**src/rtl/sipo_deframer.sv**
```systemverilog
// sipo_deframer: serial-in/parallel-out deserialiser with a per-bit valid
// qualifier, selectable bit order, a bit counter, a one-word holding
// register with a valid/ready handshake and sticky overflow detection.
// Every output is driven straight from a register.
module sipo_deframer #(
   parameter int DATA_WIDTH = 16,
   parameter bit MSB_FIRST  = 1'b1,
   parameter int CNT_W      = $clog2(DATA_WIDTH)
) (
   input  logic                  clk,
   input  logic                  reset,
   input  logic                  serial_in,
   input  logic                  serial_valid,
   input  logic                  sync_clear,
   output logic [DATA_WIDTH-1:0] parallel_out,
   output logic                  out_valid,
   input  logic                  out_ready,
   output logic [DATA_WIDTH-1:0] shift_out,
   output logic [CNT_W-1:0]      bit_count,
   output logic                  overflow
);

   localparam logic [CNT_W-1:0] LAST_BIT = CNT_W'(DATA_WIDTH - 1);

   logic [DATA_WIDTH-1:0] shift_reg;
   logic [DATA_WIDTH-1:0] shift_next;
   logic [CNT_W-1:0]      cnt_reg;
   logic [DATA_WIDTH-1:0] hold_reg;
   logic                  valid_reg;
   logic                  ovf_reg;
   logic                  word_done;
   logic                  hold_free;
   logic                  drain;

   // Post-shift value; the bit order only changes which end the new bit enters.
   generate
      if (MSB_FIRST) begin : g_msb_first
         assign shift_next = {shift_reg[DATA_WIDTH-2:0], serial_in};
      end else begin : g_lsb_first
         assign shift_next = {serial_in, shift_reg[DATA_WIDTH-1:1]};
      end
   endgenerate

   // Completion, holding-register availability and consumer acceptance for this edge.
   always_comb begin
      word_done = serial_valid && !sync_clear && (cnt_reg == LAST_BIT);
      drain     = valid_reg && out_ready;
      hold_free = !valid_reg || out_ready;
   end

   // Shift register and bit counter; a frame restart beats an incoming bit.
   always_ff @(posedge clk or negedge reset) begin
      if (!reset) begin
         shift_reg <= '0;
         cnt_reg   <= '0;
      end else if (sync_clear) begin
         shift_reg <= '0;
         cnt_reg   <= '0;
      end else if (serial_valid) begin
         shift_reg <= shift_next;
         cnt_reg   <= (cnt_reg == LAST_BIT) ? '0 : cnt_reg + CNT_W'(1);
      end
   end

   // Holding register: load on completion when free (including drain-and-refill), else drop.
   always_ff @(posedge clk or negedge reset) begin
      if (!reset) begin
         hold_reg  <= '0;
         valid_reg <= 1'b0;
      end else if (word_done && hold_free) begin
         hold_reg  <= shift_next;
         valid_reg <= 1'b1;
      end else if (drain) begin
         valid_reg <= 1'b0;
      end
   end

   // Sticky overflow: set when a finished word finds the holding register occupied.
   always_ff @(posedge clk or negedge reset) begin
      if (!reset) begin
         ovf_reg <= 1'b0;
      end else if (sync_clear) begin
         ovf_reg <= 1'b0;
      end else if (word_done && !hold_free) begin
         ovf_reg <= 1'b1;
      end
   end

   assign parallel_out = hold_reg;
   assign out_valid    = valid_reg;
   assign shift_out    = shift_reg;
   assign bit_count    = cnt_reg;
   assign overflow     = ovf_reg;

endmodule

```
**config.mk**
```make
export PLATFORM = sky130hd
export DESIGN_NAME = sipo_deframer
export DESIGN_NICKNAME = d
export VERILOG_FILES = /design/src/rtl/sipo_deframer.sv
export SDC_FILE = /design/constraint.sdc
export NUM_CORES = 1
export LEC_CHECK = 0
export BUFFER_PORTS_ARGS = -buffer_cell sky130_fd_sc_hd__buf_4
export CORE_AREA = 5 5 58 60
export CTS_BUF_LIST = sky130_fd_sc_hd__clkbuf_4
export CTS_CLUSTER_SIZE = 16
export DETAILED_ROUTE_END_ITERATION = 16
export DIE_AREA = 0 0 63 65
export PLACE_DENSITY = 0.89
export SLEW_MARGIN = 5
export SYNTH_ARGS = -nofsm -noshare
export SYNTH_HDL_FRONTEND = slang
export SYNTH_SLANG_ARGS = --single-unit
```
**constraint.sdc**
```tcl
create_clock -name clk -period 4 [get_ports clk]
set_input_delay 0.6 -clock clk [delete_from_list [all_inputs] [get_ports clk]]
set_output_delay 0.6 -clock clk [all_outputs]
set_load 0.1 [all_outputs]
```
# Word level (Yosys, flattened, before mapping)
# Cells that the tools add are included.
[classes] eq_ne=1 n_reduce_logical=12 muxes=9 add_sub_neg=1
[ops] cell="16-bit 2-to-1 mux" count=2
[ops] cell="4-bit 2-to-1 mux" count=3
[ops] cell="2-bit nonzero test" count=3
[ops] cell="1-bit logical AND" count=5
[ops] cell="4-bit by 1-bit adder with 4-bit output, second input constant" count=1
[ops] cell="4-bit == test, second input constant" count=1
[ops] cell="1-bit 2-to-1 mux" count=4
[ops] cell="1-bit logical NOT" count=3
[ops] cell="1-bit logical OR" count=1
[totals] register_bits=38

# Logic depth before layout (Yosys ltp)
[depth] depth_word=6 depth_mapped=5

# Least setup slack after synthesis
# No wires, ideal clock.
[synth_path] path_type="register to register" startpoint="register cnt_reg[0] (netlist: bit_count[0])" endpoint="register hold_reg[15] (netlist: parallel_out[15])" synth_period_minus_slack_ps=2534 path_stages_with_launch=6 slack_ps=1466 arrival_ps=2408 t_required_ps=3874 path_cell_list="dfrtp_1 -> ha_1 -> nand2_1 -> nor4b_4 -> buf_6 -> mux2_2"
[synth_between] elab_chain_len=3
[synth_lines] item="start: declaration" line_no="27" text="logic [CNT_W-1:0] cnt_reg;"
[synth_lines] item="start signal: assignment" line_no="61" text="cnt_reg <= (cnt_reg == LAST_BIT) ? '0 : cnt_reg + CNT_W'(1);"
[synth_lines] item="4-bit == test" line_no="46" text="word_done = serial_valid && !sync_clear && (cnt_reg == LAST_BIT);"
[synth_lines] item="1-bit logical AND" line_no="46"
[synth_lines] item="1-bit logical AND" line_no="70" text="end else if (word_done && hold_free) begin"
[synth_lines] item="end signal: assignment" line_no="71" text="hold_reg <= shift_next;"
[synth_lines] item="end: declaration" line_no="28" text="logic [DATA_WIDTH-1:0] hold_reg;"
# Every way passes these cells.
# A chain may end at the register's enable or synchronous reset.

# Worst setup path after layout
[layout_path] startpoint="register cnt_reg[0] (netlist: bit_count[0])" endpoint="register hold_reg[3] (netlist: parallel_out[3])"
# Same word-level chain as after synthesis.

==> summary.md <==
| Metric | Value |
|---|---|
| Share of layout cells above drive strength 1 | `43.4%` |
| Yosys warning total | `0` |
| Worst rel slew slack | `32.2%` |
| Vias per inst | `5.29` |
| Final TNS setup | `0 ns` |
| Pre-antenna DRT Iters | `4` |
| Number of buffers inserted by hold repair at cts | `0` |
| Synthesized area per cell | `13.5 um2` |
| Fin. Hold Viols | `0` |
| Clock tree buffer depth | `2` |
| Dpl hpwl | `2.17 mm` |
| Part of the power in registers | `55.8%` |
| Pwr per Cell Area | `361 nW/um2` |
| RSZ-0062 raised after global routing | `no` |
| Antenna violations before repair | `0` |
| Area Growth Syn to Fin | `27.0%` |
| CTS clk-pin slew, worst paths | `0.12 ns` |
| Sequential share of the synthesized area | `62.3%` |
| Leading area contributor after synthesis | `dfrtp_1` |
| Largest net degree at the start of global routing | `39` |
| Mapped Area | `1530 um2` |
| Maximum fanout along the worst path | `16` |
| Switching share of power | `24.2%` |
| Worst-margin pin slew | `1.01 ns` |
| Switching pwr | `0.000170 W` |
| Pleak | `1.06 nW` |
| Tmin final | `2.25 ns` |
| Final Max Tran Viols | `0` |
| Effective utilization at floorplan | `53.0%` |
| Worst-case clock skew | `0.00882 ns` |
| Die height | `65 um` |
| Post-CTS Setup Bufs | `0` |
| Core Region | `2880 um2` |
| Clock Sinks | `38` |
| Utilization after layout | `67.4%` |
| Non-Filler Instances | `192` |
| CTS root buffer | `clkbuf_4` |
| DRC | `0` |
| Period utilisation layout | `56.2%` |
| Die area | `4100 um2` |
| DRT Wirelength | `3.03 mm` |
| Final #Nets | `165` |
| Vias in the first global route | `1072` |
| CTS H-tree lvls | `2` |
| Worst setup SP type | `register` |
| Vias | `1016` |
| Initial drt markers | `68` |
| FMAX | `0.445 GHz` |
| Syn_nets | `120` |
| Final-layout fill cell count | `203` |
| Worst EP arrival | `2.48 ns` |
| Area after DPL | `1860 um2` |
| CP Capture Type | `register` |
| Gr ovfl total | `0` |
| WS Path Type | `register to register` |
| Final setup violation count | `0` |
| Area share of the largest cell type after synthesis | `62.3%` |
| Peak supply drop | `0.308 mV` |
| GRT Util Overall | `16.1%` |
| IO buf count | `43` |
| Worst hold path type | `input port to asynchronous set/reset pin` |
| CTS Buf Count | `5` |
| Post-synthesis register bit count | `38` |
| Comb pwr share | `8.0%` |
| Critical Path RT | `4.23 ns` |
| Cell row count | `20` |
| Flop-to-flop setup slack | `1.75 ns` |
| # IOs | `44` |
| Drt wl/cell | `15.8 um` |
| Maxcap violations | `0` |
| Ant diodes | `0` |
| Resized cells post-CTS | `0` |
| Distinct cell type count after synthesis | `19` |
| Placed Instances | `184` |
| Hold Worst Slack | `0.200 ns` |
| Fin area | `1940 um2` |
| Die X | `63 um` |
| Outcome | `finished, final reports clean` |
| First-pass GRT wire length | `5.09 mm` |
| Clk network pwr share | `36.1%` |
| Top cells by area, synth | `dfrtp_1 (62%), mux2i_1 (12%), mux2_2 (12%), nor2_1 (4.7%), nor4b_4 (1.6%)` |
| TritonCTS clock tree | `yes` |
| Mapped Cells | `113` |
| Int Power | `0.000530 W` |
| Final ANT Viol Nets | `0` |
| Skew-Pair Late Insertion Delay | `0.33 ns` |
| Routability Congestion | `0.777` |
## cell usage after synthesis, drive strengths merged
cell type	number
dfrtp	38
nor2	19
mux2i	18
mux2	16
nand2	5
buf	3
a21oi	2
clkbuf	2
or3	2
a31oi	1
ha	1
inv	1
nand2b	1
nor4b	1
o21ai	1
o22ai	1
xor2	1
## logic make-up (layout without fill, tap and decap cells)
logic type	count (synthesis)	in the layout	synth area share (%)
compound gates	5	5	1.80
xor+xnor	1	1	0.574
fa+ha+maj	1	1	0.820
buf+inv	6	52	2.13
flops	38	38	62.3
mux	34	34	23.6
simple gates	28	28	8.77
## sequential cells by signal, summed over array words and instances (netlist names)
register	count
overflow	1
shift_out	16
parallel_out	16
out_valid	1
bit_count	4
## final cells by class
cell class	count	area (um2)	share of cell area (%)
clock buffers	5	37.5	1.94
clock inverters	3	40.0	2.06
inverters	1	3.75	0.194
multi-input cells	69	543	28.0
flip-flops and latches	38	951	49.0
well taps	33	41.3	2.13
repair buffers	43	323	16.6
## power by group through the flow
stage | clock network (W) | logic [W] | registers [W]
6_report | 0.000253 | 0.0000563 | 0.000391
5_1_grt | 0.000276 | 0.0000608 | 0.000392
4_1_cts | 0.000259 | 0.0000572 | 0.000391
3_5_place_dp | 0 | 0.0000571 | 0.000398
3_3_place_gp | 0 | 0.0000553 | 0.000398
2_1_floorplan | 0 | 0.0000159 | 0.000419
## per-layer routing
layer | part of all wire [%] | up-vias | GRT usage (%)
li1 | - | 478 | -
met1 | 38 | 496 | 18.8
met2 | 53 | 35 | 27.3
met3 | 6.6 | 7 | 4.51
met4 | 1.9 | 0 | 7.16
met5 | 0 | - | 0
## metrics by stage
stage	total power [W]	setup slack (ns)
2_1_floorplan	0.000435	1.47
3_5_place_dp	0.000455	1.47
6_report	0.000700	1.75
3_3_place_gp	0.000453	1.55
4_1_cts	0.000707	1.74
5_1_grt	0.000729	1.62
## cells in the final DEF (no fill, tap or decap)
master     netlist  final
nor4b_4          1      1
nand2b_1         1      1
o22ai_1          1      1
nand2_1          5      5
or3_2            1      1
ha_1             1      1
clkbuf_4         0      5
a21oi_1          2      2
dfrtp_1         38     38
bufinv_16        0      1
mux2i_1         18     18
a31oi_1          1      1
or3_1            1      1
xor2_1           1      1
buf_4            0     43
nor2_1          19     19
clkinv_2         0      2
o21ai_0          1      1
inv_1            1      1
mux2_2          16     16
## final timing paths
| path | from | endpoint | cells past startpoint |
|---|---|---|---|
| max | bit_count[0] | parallel_out[3] | 4 |
| min in group clk | serial_in | parallel_out[0] | 2 |
| max in group asynchronous | reset | parallel_out[4] | 1 |
| min reg2reg | parallel_out[12] | parallel_out[12] | 1 |
| max reg2reg | bit_count[0] | parallel_out[3] | 4 |
| min | reset | parallel_out[7] | 1 |
## critical path: stages (launching register included)
cell and delay (ns):
dfrtp_1 0.45, ha_1 0.25, nand2_1 0.12, nor4b_4 0.89
mux2_2 0.43
(Power assumes the default switching activity.)
